File: config.mk
export PLATFORM = sky130hd
export DESIGN_NAME = mem_stage
export DESIGN_NICKNAME = d
export VERILOG_FILES = /design/src/rtl/mem_stage_pkg.sv /design/src/rtl/mem_stage_w_reg.sv /design/src/rtl/mem_stage.sv
export SDC_FILE = /design/constraint.sdc
export NUM_CORES = 1
export LEC_CHECK = 0
export ABC_CLOCK_PERIOD_IN_PS = 2200
export BUFFER_PORTS_ARGS = -buffer_cell sky130_fd_sc_hd__buf_2
export CORE_AREA = 4 4 107 109
export CTS_CLUSTER_DIAMETER = 40
export DETAILED_ROUTE_END_ITERATION = 16
export DIE_AREA = 0 0 111 113
export PLACE_DENSITY = 0.74
export SYNTH_ARGS = -nofsm -noshare
export SYNTH_HDL_FRONTEND = slang
export SYNTH_SLANG_ARGS = --single-unit
File: constraint.sdc
create_clock -name clk -period 2.2 [get_ports clk]
set_clock_uncertainty 0.15 [all_clocks]
set_input_delay 0.44 -clock clk [delete_from_list [all_inputs] [get_ports clk]]
set_output_delay 0.44 -clock clk [all_outputs]
set_load 0.03 [all_outputs]
File: src/rtl/mem_stage_pkg.sv
// Shared constants and types for the MEM pipeline stage.
// Covers store-data source select codes, FSM state encodings and the M/W register bundle.
package mem_stage_pkg;

  localparam logic [1:0] SDEP_MQB  = 2'b00;
  localparam logic [1:0] SDEP_WFWD = 2'b01;

  typedef enum logic {
    ST_IDLE = 1'b0,
    ST_WAIT = 1'b1
  } mem_state_e;

  typedef struct packed {
    logic        wreg;
    logic        m2reg;
    logic [4:0]  rd;
    logic [31:0] mo;
    logic [31:0] alu;
    logic        err;
  } mw_bundle_t;

  function automatic logic is_misaligned(input logic [31:0] addr);
    return addr[1:0] != 2'b00;
  endfunction

endpackage

File: src/rtl/mem_stage_w_reg.sv
// M/W pipeline register: enable-gated flip-flop cells, one per field width.
// Synchronous active-high clear takes priority over the enable.
module mem_dffe #(
  parameter int W = 1
) (
  input  logic         clk,
  input  logic         clrn,
  input  logic         en,
  input  logic [W-1:0] d,
  output logic [W-1:0] q
);

  always_ff @(posedge clk) begin
    if (clrn)    q <= '0;
    else if (en) q <= d;
  end

endmodule

module mem_w_reg
  import mem_stage_pkg::*;
(
  input  logic       clk,
  input  logic       clrn,
  input  logic       en,
  input  mw_bundle_t d,
  output mw_bundle_t q
);

  mem_dffe #(.W(1))  u_wreg  (.clk(clk), .clrn(clrn), .en(en), .d(d.wreg),  .q(q.wreg));
  mem_dffe #(.W(1))  u_m2reg (.clk(clk), .clrn(clrn), .en(en), .d(d.m2reg), .q(q.m2reg));
  mem_dffe #(.W(5))  u_rd    (.clk(clk), .clrn(clrn), .en(en), .d(d.rd),    .q(q.rd));
  mem_dffe #(.W(32)) u_mo    (.clk(clk), .clrn(clrn), .en(en), .d(d.mo),    .q(q.mo));
  mem_dffe #(.W(32)) u_alu   (.clk(clk), .clrn(clrn), .en(en), .d(d.alu),   .q(q.alu));
  mem_dffe #(.W(1))  u_err   (.clk(clk), .clrn(clrn), .en(en), .d(d.err),   .q(q.err));

endmodule

File: src/rtl/mem_stage.sv
// MEM stage: data-memory req/ack access with timeout, stall generation and M/W register.
// state   | meaning
// ST_IDLE | no access outstanding; a new access may complete in its first cycle
// ST_WAIT | request held high, waiting for dmem_ack or the timeout count
module mem_stage
  import mem_stage_pkg::*;
#(
  parameter int TIMEOUT = 16
) (
  input  logic        clk,
  input  logic        clrn,
  input  logic        mwreg,
  input  logic        mm2reg,
  input  logic        mwmem,
  input  logic [4:0]  mrd,
  input  logic [31:0] mresult,
  input  logic [31:0] mqb,
  input  logic [1:0]  msdepend,
  output logic        dmem_req,
  output logic        dmem_we,
  output logic [31:0] dmem_addr,
  output logic [31:0] dmem_wdata,
  input  logic        dmem_ack,
  input  logic [31:0] dmem_rdata,
  output logic        mem_stall,
  output logic        wwreg,
  output logic        wm2reg,
  output logic [4:0]  wrd,
  output logic [31:0] wmo,
  output logic [31:0] walu,
  output logic [31:0] wdi,
  output logic        werr
);

  localparam int CW = $clog2(TIMEOUT);
  localparam logic [CW-1:0] CNT_LAST = CW'(TIMEOUT - 1);

  mem_state_e    state, state_nxt;
  logic [CW-1:0] cnt, cnt_nxt;
  logic          access, misalign, go;
  logic          ack_done, timeout, err;
  mw_bundle_t    w_d, w_q;

  assign access   = mm2reg | mwmem;
  assign misalign = access & is_misaligned(mresult);
  assign go       = access & ~misalign;

  always_ff @(posedge clk) begin
    if (clrn) begin
      state <= ST_IDLE;
      cnt   <= '0;
    end else begin
      state <= state_nxt;
      cnt   <= cnt_nxt;
    end
  end

  always_comb begin
    state_nxt = state;
    cnt_nxt   = cnt;
    dmem_req  = 1'b0;
    mem_stall = 1'b0;
    ack_done  = 1'b0;
    timeout   = 1'b0;
    case (state)
      ST_IDLE: begin
        dmem_req = go;
        if (go && dmem_ack) begin
          ack_done = 1'b1;
        end else if (go) begin
          mem_stall = 1'b1;
          state_nxt = ST_WAIT;
          cnt_nxt   = CW'(1);
        end
      end
      ST_WAIT: begin
        dmem_req = 1'b1;
        if (dmem_ack) begin
          ack_done  = 1'b1;
          state_nxt = ST_IDLE;
          cnt_nxt   = '0;
        end else if (cnt == CNT_LAST) begin
          timeout   = 1'b1;
          state_nxt = ST_IDLE;
          cnt_nxt   = '0;
        end else begin
          mem_stall = 1'b1;
          cnt_nxt   = cnt + CW'(1);
        end
      end
      default: begin
        state_nxt = ST_IDLE;
        cnt_nxt   = '0;
      end
    endcase
    // Reset silences the bus and releases upstream in the same cycle.
    if (clrn) begin
      dmem_req  = 1'b0;
      mem_stall = 1'b0;
    end
  end

  assign err        = misalign | timeout;
  assign dmem_we    = dmem_req & mwmem;
  assign dmem_addr  = mresult;
  assign dmem_wdata = (msdepend == SDEP_WFWD) ? wdi : mqb;

  always_comb begin
    w_d       = '0;
    w_d.wreg  = mwreg & ~err;
    w_d.m2reg = mm2reg;
    w_d.rd    = mrd;
    w_d.mo    = (mm2reg & ack_done) ? dmem_rdata : 32'h0;
    w_d.alu   = mresult;
    w_d.err   = err;
  end

  mem_w_reg u_w_reg (
    .clk  (clk),
    .clrn (clrn),
    .en   (~mem_stall),
    .d    (w_d),
    .q    (w_q)
  );

  assign wwreg  = w_q.wreg;
  assign wm2reg = w_q.m2reg;
  assign wrd    = w_q.rd;
  assign wmo    = w_q.mo;
  assign walu   = w_q.alu;
  assign werr   = w_q.err;
  assign wdi    = w_q.m2reg ? w_q.mo : w_q.alu;

endmodule

=== Word level (Yosys, flattened, before mapping) ===
Index checks and enable logic that the tools add are counted.
Widths: inputs -> output; s select.

* Register bits after elaboration: 77
* Bits in latches: 0
* Memory bits (writable): 0
* ROM bits: 0
* Input port bits: 109
* Word-level logic and storage cells: 48
* Memories kept: 0

* Add/sub/neg operators: 1
* $mul: 0
* Div/mod/pow operators: 0
* Magnitude comparators: 0
* Equality and inequality tests: 4
* Shift operators: 0
* Mux-type cells: 22
* Bitwise logic cells: 10
* Reductions and logical operators: 3

{| class="wikitable"
|+ Operator list
! cell !! count
|-
| $mux 32 || 3
|-
| $mux 4 || 4
|-
| $mux 1 || 11
|-
| $pmux 4 s2 || 1
|-
| $pmux 1 s2 || 3
|-
| $and 1x1->1 || 5
|-
| $add 4x1->4 const B || 1
|-
| $eq 4x4->1 const B || 1
|-
| $ne 2x2->1 const B || 2
|-
| $not 1->1 || 3
|-
| $eq 2x1->1 const B || 1
|-
| $or 1x1->1 || 2
|-
| $reduce_and 2->1 || 1
|-
| $reduce_bool 2->1 || 1
|-
| $logic_and 1x1->1 || 1
|}

=== Depth between registers and ports, before layout ===
Gate-level depths: netlist of the first run.

* Word-level depth: 9
* Gate-level depth with buffers: 6

=== Modules after synthesis ===
A second synthesis of the first run with hierarchy kept.

* Cell total of the unflattened synthesis: 407
* Area, all modules: 4291.6 um^2

{| class="wikitable"
|+ By module, submodules not included
! module !! times used !! cells each !! area an instance (um^2) !! seq. area each (um^2)
|-
| mem_dffe at u_w_reg.u_alu ... || 2 || 103 || 1163.6 || 640.6
|-
| mem_stage || 1 || 176 || 1682.9 || 100.1
|-
| mem_dffe at u_w_reg.u_rd || 1 || 16 || 180.2 || 100.1
|-
| mem_dffe at u_w_reg.u_err ... || 3 || 3 || 33.8 || 20.0
|}

=== Least setup slack after synthesis of the first run ===
Ideal clock, no wire load.

* Path type: reg2out
* From: register u_w_reg.u_m2reg.q
* To: output port dmem_wdata[0]
* Arrival: 1913 ps
* Data required time: 1610 ps
* Path slack: -303 ps
* Cell stages (with the launch flop): 5
* Cell sequence: dfxtp_1 clkbuf_1 clkbuf_1 mux2_2 mux2_2

* Cells in the longest elaborated chain, start to end: 2

{| class="wikitable"
|+ RTL lines
! item !! RTL line !! source
|-
| start: declaration || mem_stage_w_reg.sv:10 || <nowiki>output logic [W-1:0] q</nowiki>
|-
| start signal: assignment || mem_stage_w_reg.sv:14 || <nowiki>if (clrn) q <= '0;</nowiki>
|-
| start signal: assignment || mem_stage_w_reg.sv:15 || <nowiki>else if (en) q <= d;</nowiki>
|-
| $mux 32 || mem_stage.sv:132 || <nowiki>assign wdi = w_q.m2reg ? w_q.mo : w_q.alu;</nowiki>
|-
| via wdi[0] || mem_stage.sv:31 || <nowiki>output logic [31:0] wdi,</nowiki>
|-
| $mux 32 || mem_stage.sv:106 || <nowiki>assign dmem_wdata = (msdepend == SDEP_WFWD) ? wdi : mqb;</nowiki>
|-
| end: declaration || mem_stage.sv:22 || <nowiki>output logic [31:0] dmem_wdata,</nowiki>
|}

The timed path passes the listed nets, and every way through them passes these cells.

=== Worst setup path after layout of the first run ===
* From: register u_w_reg.u_m2reg.q
* To: output port dmem_wdata[18]

* Cells in the longest elaborated chain, start to end: 2

{| class="wikitable"
|+ RTL lines
! item !! RTL line
|-
| $mux 32 || mem_stage.sv:132
|-
| $mux 32 || mem_stage.sv:106
|}

No other way between the ends.

==> results of run 1 <==
==> cells by family (layout without fill, tap and decap cells) <==
group / after synthesis / in the layout
multiplexers: 103 / 103
buffers and inverters: 62 / 321
adder cells (fa/ha/maj): 1 / 1
flip-flops: 77 / 77
AND/OR/NAND/NOR: 81 / 81
AO/OA/AOI/OAI: 45 / 45
XOR/XNOR: 1 / 1
==> power by group through the flow <==
stage / Clock [mW] / Sequential [mW] / Combinational [mW]
2_1_floorplan: 0 / 1.63 / 0.579
3_3_place_gp: 0 / 1.52 / 0.978
3_5_place_dp: 0 / 1.53 / 0.991
4_1_cts: 1.07 / 1.49 / 1.06
5_1_grt: 1.13 / 1.50 / 1.16
6_report: 1.04 / 1.50 / 1.10
==> flip-flops by register name, summed over array words and instances, names as in the netlist <==
register,cells
u_w_reg.u_m2reg.q,1
u_w_reg.u_err.q,1
u_w_reg.u_rd.q,5
u_w_reg.u_mo.q,32
cnt,4
u_w_reg.u_alu.q,32
u_w_reg.u_wreg.q,1
state,1
==> layout by cell type, fill, tap and decap left out, types with 3 or more instances in the layout <==
| master | netlist | routed |
|---|---|---|
| buf_2 | 3 | 247 |
| nor2_1 | 27 | 25 |
| a22oi_1 | 22 | 22 |
| nor2b_1 | 38 | 38 |
| a21oi_1 | 4 | 3 |
| mux2_2 | 95 | 67 |
| a22o_1 | 12 | 12 |
| clkinv_2 | 0 | 4 |
| dfxtp_2 | 0 | 3 |
| clkbuf_8 | 0 | 10 |
| buf_4 | 33 | 22 |
| dfxtp_1 | 77 | 73 |
| mux2_4 | 0 | 28 |
| inv_1 | 3 | 3 |
| mux2_1 | 8 | 8 |
| or2_2 | 3 | 3 |
| buf_12 | 0 | 4 |
| buf_6 | 4 | 27 |
==> critical path, stage by stage, from the launching register on <==
cell and delay (ps):
dfxtp_4 410, buf_12 160, mux2_2 360, mux2_2 270, buf_4 170
==> layout make-up <==
| class | instances | area, µm² | area share (%) |
|---|---|---|---|
| Clock buffer | 11 | 141 | 2.40 |
| Clock inverter | 5 | 50.0 | 0.851 |
| Inverter | 3 | 11.3 | 0.191 |
| Multi-Input combinational cell | 231 | 2120 | 36.0 |
| Sequential cell | 77 | 1550 | 26.3 |
| Tap cell | 140 | 175 | 2.98 |
| Timing Repair Buffer | 302 | 1840 | 31.3 |
==> per-layer routing <==
metal	track usage (%)	vias up	wire [µm]
met3	5.24	21	1270
met4	8.54	0	282
met2	37.2	219	7130
li1	-	1780	-
met5	0	-	0
met1	23.1	1857	5350
==> path summary, 6_finish.rpt <==
kind / startpoint / end
hold / removal: dmem_rdata[1] / u_w_reg.u_mo.q[1]
hold reg to reg: u_w_reg.u_rd.q[0] / u_w_reg.u_rd.q[0]
setup reg to reg: cnt[0] / u_w_reg.u_alu.q[1]
setup / recovery: u_w_reg.u_m2reg.q / dmem_wdata[18]
==> through the flow <==
| step | power, mW | cells | TNS (ps) | area, µm² |
|---|---|---|---|---|
| after floorplan | 2.20 | 370 | -250 | 3940 |
| after global placement | 2.50 | 749 | 0 | 5320 |
| after detailed placement | 2.52 | 749 | -13.0 | 5320 |
| after CTS | 3.63 | 766 | -3680 | 5730 |
| after global routing | 3.80 | 769 | -4360 | 5880 |
| final | 3.64 | 769 | -2430 | 5880 |
==> repair_timing <==
action,in CTS,in global routing
gates cloned,1,1
gates resized for setup,65,29
setup endpoints to repair,35,35
pin swaps,0,1
setup buffers,0,2
==> summary.txt, run 1 <==
Status
  • Status: finished with violations
  • Violated checks: setup timing

Detailed routing
  • Routed length per instance: 18.2 µm
  • Iter 0 DRT Violations: 136
  • Vias post-DR: 3877
  • # DRC: 0
  • TritonRoute pass-1 iters: 6
  • Antenna-violating nets left: 0
  • Detail-routed via count per cell: 5.04
  • WL final: 14.0 mm

Timing
  • Final period util: 104%
  • F_max: 436 MHz
  • RSZ-0062 raised after global routing: yes
  • Worst-Margin Slew: 511 ps
  • Final hold violation count: 0
  • Pins Over Slew Limit: 0
  • Fin worst setup slack: -95.0 ps
  • Min Tclk post-route: 2290 ps
  • Worst hold slack: 164 ps
  • Final setup fails: 32
  • Worst rel slew slack: 66.0%

Floorplanning
  • Die H: 113 µm
  • Die footprint: 12500 µm²
  • FP Rows: 38
  • DIE WIDTH: 111 µm
  • Initial core utilization: 37.0%
  • I/O pin count: 280
  • Core area: 10600 µm²

Clock tree
  • Hold-fix buffers at CTS: 0
  • CTS Buf Count: 9
  • Worst skew pair latency: 330 ps
  • Root Buffer: clkbuf_8
  • Clk slew on worst S/H paths: 80 ps
  • Max clock buf depth: 2
  • CTS tree: yes
  • H-tree levels: 3
  • Clock tree sinks: 77

Yosys
  • Mux contribution to synthesized area: 29.6%
  • Leading area contributor after synthesis: dfxtp_1
  • Xor/xnor share of the synthesized area: 0.223%
  • Complex-gate fraction of the synthesized area: 8.97%
  • Commonest cells post-synth: mux2_2 (95), dfxtp_1 (77), nor2b_1 (38)
  • Post-Syn Area: 3920 µm²
  • Simple-gate portion of the synthesized area: 11.6%
  • Number of synthesized flops with an enable pin: 0
  • Main combinational cell family by area after synthesis: multiplexers
  • Synthesized area per cell: 10.6 µm²
  • Net count after synthesis: 480
  • Synthesized instance count: 370
  • Top-count cell post-synth: mux2_2
  • Synth Area in Adders: 0.319%
  • Predominant post-synthesis flop cell: dfxtp_1
  • Synth async-reset ratio: 0%
  • Yosys Warn Count: 0
  • Post-synth top area share: 39.3%
  • Yosys cell types: 34
  • Register area share after synthesis: 39.3%
  • Main area contributors after synthesis: dfxtp_1 (39%), mux2_2 (27%), buf_4 (6.3%)
  • FF+latch count, synth: 77

Global routing
  • Largest net degree at the start of global routing: 48
  • Global route overflow: 0
  • Initial antenna violation count: 0
  • Vias in the first global route: 4042
  • First-pass GRT wire length: 20.8 mm
  • Global Route Usage Sum: 20.6%

Placement
  • Port Buf Inserts: 279
  • HPWL Detailed: 9.93 mm
  • Worst slack at placement: -6.58 ps
  • GP Congestion: 0.908

Power
  • Max rail drop VDD: 0.000288 V
  • Switching Share: 32.6%
  • P_int: 2.46 mW
  • P_sw: 1.19 mW
  • Comb pwr share: 30.3%
  • Static Leak: 2.98 nW
  • Sequential Power Share: 41.1%
  • Clock power share: 28.6%
  • PwrDens: 620 nW/µm²

Worst setup path
  • Worst reg2reg path depth: 6
  • Setup crit end kind: primary output
  • Flop-to-flop setup slack: 200 ps
  • CP Data Arrival Time: 1700 ps
  • Setup CP Type: reg2out
  • Worst path required time: 1610 ps
  • Worst Path Max Fanout: 9
  • Critical Path Start Type: flip-flop

Min path
  • Hold depth: 2
  • Hold Path Class: in2reg

Cells and area
  • # fillers: 938
  • Area growth, synth to finish: 50.1%
  • Share of cells above drive strength 1: 67.9%
  • Final net count: 734
  • # diodes: 0
  • Fin util: 55.5%

Run
  • Max_cap viols: 0
Power figures use the tool's default switching activity.
==> inputs of run 2 (changes only) <==
--- a/config.mk
+++ b/config.mk
@@ -5,13 +5,14 @@
 export SDC_FILE = /design/constraint.sdc
 export NUM_CORES = 1
 export LEC_CHECK = 0
+export ABC_AREA = 1
 export ABC_CLOCK_PERIOD_IN_PS = 2200
 export BUFFER_PORTS_ARGS = -buffer_cell sky130_fd_sc_hd__buf_2
-export CORE_AREA = 4 4 107 109
+export CORE_AREA = 4 4 108 110
 export CTS_CLUSTER_DIAMETER = 40
 export DETAILED_ROUTE_END_ITERATION = 16
-export DIE_AREA = 0 0 111 113
-export PLACE_DENSITY = 0.74
+export DIE_AREA = 0 0 112 114
+export PLACE_DENSITY = 0.73
 export SYNTH_ARGS = -nofsm -noshare
 export SYNTH_HDL_FRONTEND = slang
 export SYNTH_SLANG_ARGS = --single-unit
==> run 2 against run 1 <==
The flow now finishes without violations. Via count is 13% higher. Global-route usage is 0.17 points higher. Flip-flop and latch count stayed put. Utilization is 3.3 points lower. Clock power is 28% higher. Worst hold slack better by 1.4 ps. Synthesized cell count is 46% higher. Cell count is 21% higher. Routed wire length is 2.1% higher. Largest power group unchanged.
==> summary.txt, run 2 <==
Status
  • Status: completed

Detailed routing
  • # DRC: 0
  • Detail-routed via count per cell: 4.70
  • Routed length per instance: 15.4 µm
  • TritonRoute pass-1 iters: 5
  • Iter 0 DRT Violations: 256
  • Vias post-DR: 4364
  • WL final: 14.3 mm
  • Antenna-violating nets left: 0

Power
  • PwrDens: 694 nW/µm²
  • Max rail drop VDD: 0.000297 V
  • Static Leak: 2.92 nW
  • Overall Power: 3.88 mW

Run
  • Max_cap viols: 0

Yosys
  • Synth async-reset ratio: 0%
  • FF+latch count, synth: 77
  • Complex-gate fraction of the synthesized area: 13.2%
  • Xor/xnor share of the synthesized area: 0%
  • Net count after synthesis: 650
  • Post-Syn Area: 3960 µm²
  • Leading area contributor after synthesis: dfxtp_1
  • Number of synthesized flops with an enable pin: 0
  • Synthesized instance count: 540
  • Top-count cell post-synth: nand2_1
  • Main area contributors after synthesis: dfxtp_1 (39%), nand2_1 (11%), mux2_2 (9.1%)
  • Yosys cell types: 26
  • Register area share after synthesis: 38.9%
  • Yosys Warn Count: 0
  • Commonest cells post-synth: nand2_1 (116), dfxtp_1 (77), o21ai_0 (59)
  • Main combinational cell family by area after synthesis: simple AND/OR/NAND/NOR gates
  • Synthesized area per cell: 7.33 µm²
  • Post-synth top area share: 38.9%
  • Mux contribution to synthesized area: 9.10%
  • Simple-gate portion of the synthesized area: 22.8%
  • Predominant post-synthesis flop cell: dfxtp_1
  • Synth Area in Adders: 0.316%

Placement
  • GP Congestion: 0.806
  • Placed instance area: 5290 µm²
  • Port Buf Inserts: 279
  • HPWL Detailed: 11.0 mm
  • Worst slack at placement: 148 ps

Cells and area
  • Share of cells above drive strength 1: 45.7%
  • Top flop regs: u_w_reg.u_alu.q: 32 flops, u_w_reg.u_mo.q: 32 flops, u_w_reg.u_rd.q: 5 flops
  • # diodes: 0
  • # fillers: 1103
  • Most frequent cells in the layout: buf_2 (279), nand2_1 (115), dfxtp_1 (75), nor2_1 (53), inv_1 (52)
  • Final instance area: 5580 µm²
  • Final net count: 893
  • Area growth, synth to finish: 41.0%
  • Commonest non-fill, non-tap cell in the layout: buf_2

Clock tree
  • Clk slew on worst S/H paths: 80 ps
  • Worst skew pair latency: 330 ps
  • H-tree levels: 3
  • Max clock buf depth: 2
  • Hold-fix buffers at CTS: 0
  • Root Buffer: clkbuf_8
  • CTS tree: yes
  • Clock tree sinks: 77
  • CTS Buf Count: 9

Worst setup path
  • Worst reg2reg path depth: 7
  • Critical Path Start Type: flip-flop
  • Setup crit end kind: primary output
  • CP Data Arrival Time: 1540 ps
  • Setup CP Type: reg2out
  • Flop-to-flop setup slack: 260 ps
  • Worst path required time: 1610 ps
  • RR Startpoint: cnt[1]
  • Worst Path Max Fanout: 26
  • R2R Path End: u_w_reg.u_alu.q[23]

Timing
  • Min Tclk post-route: 2130 ps
  • Worst rel slew slack: 68.6%
  • Fin worst setup slack: 69.2 ps
  • Pins Over Slew Limit: 0
  • F_max: 469 MHz
  • RSZ-0062 raised after global routing: yes
  • Worst-Margin Slew: 471 ps
  • Final hold violation count: 0
  • Final period util: 96.9%
  • Final setup fails: 0

Global routing
  • Initial antenna violation count: 1
  • Met1 usage: 24.7%
  • M2 GR Usage: 36.1%
  • Largest net degree at the start of global routing: 41
  • Met3 track demand over resource: 5.78%
  • Global Route Usage Sum: 20.8%
  • First-pass GRT wire length: 21.1 mm
  • Top Usage Layer GRT: met2
  • Global route overflow: 0
  • Vias in the first global route: 4084

Floorplanning
  • Die footprint: 12800 µm²
  • Initial core utilization: 37.0%
  • I/O pin count: 280
  • DIE WIDTH: 112 µm
  • Core area: 10700 µm²
  • Die H: 114 µm
  • FP Rows: 38

Min path
  • Hold Path Class: in2reg
  • Hold Path Sink: u_w_reg.u_rd.q[2]
  • Hold depth: 3
  • Hold_sp: mrd[2]
## run 2: cell types whose count changed after synthesis, moves of 38 or more
| cell | previous run | this run |
|---|---|---|
| nor2b_1 | 38 | 0 |
| nand2_1 | 1 | 116 |
| o21ai_0 | 1 | 59 |
| nand3_1 | 1 | 40 |
| inv_1 | 3 | 52 |
| mux2_2 | 95 | 32 |
## run 2: cell type report
cell class	count	area, µm²	share of cell area (%)
tap	140	175	3.14
timing repair buffer	293	1570	28.1
inverter	55	210	3.77
clock buffer	11	141	2.53
sequential	77	1550	27.7
clock inverter	5	106	1.91
multi-input combinational	347	1830	32.8
## run 2: worst max-delay path, cell delays in order (launching register included)
cell and delay (ps):
dfxtp_4 410, buf_12 180, nand2_1 90, o21ai_1 150, mux2_2 200, buf_2 190
## run 2: cell families after synthesis
| group | after synthesis |
|---|---|
| simple gates | 217 |
| compound gates | 97 |
| fa+ha+maj | 1 |
| buf+inv | 116 |
| flops | 77 |
| mux | 32 |
## run 2: worst max-delay path by stage
stage	start	depth (start not counted)	endpoint	slack, ps
after floorplan	u_w_reg.u_m2reg.q	5	dmem_wdata[15]	-160
after global routing	u_w_reg.u_m2reg.q	5	dmem_wdata[20]	-3
after detailed placement	msdepend[0]	6	dmem_wdata[24]	150
final	u_w_reg.u_m2reg.q	5	dmem_wdata[1]	70
after CTS	u_w_reg.u_m2reg.q	4	dmem_wdata[1]	1
after global placement	msdepend[0]	6	dmem_wdata[22]	160
## run 2: what timing repair did
item | CTS | global route
resized for setup | 4 | 11
pin swaps | 1 | 0
setup endpoints to repair | 5 | 11
cloned | 0 | 1
buffers inserted | 1 | 0
## run 2: stage by stage
step	TNS [ps]	utilization, %	hold WS [ps]	instances
floorplan	-4140	-	306	540
global placement	0	49.5	284	910
detailed placement	0	49.5	285	910
CTS	0	51.8	138	927
global route	-3.27	52.2	148	928
finish	0	52.2	166	928
## run 2: where the power goes
group	leakage (nW)	internal, mW	switching [mW]
Combinational	2.16	0.340	0.714
Sequential	0.633	1.46	0.0374
Clock	0.120	0.790	0.536
## run 2: routing by layer
layer	wire length, µm	share of wire (%)
met1	5690	40
met2	7020	49
met3	1330	9.3
met4	262	1.8
met5	19	0.13
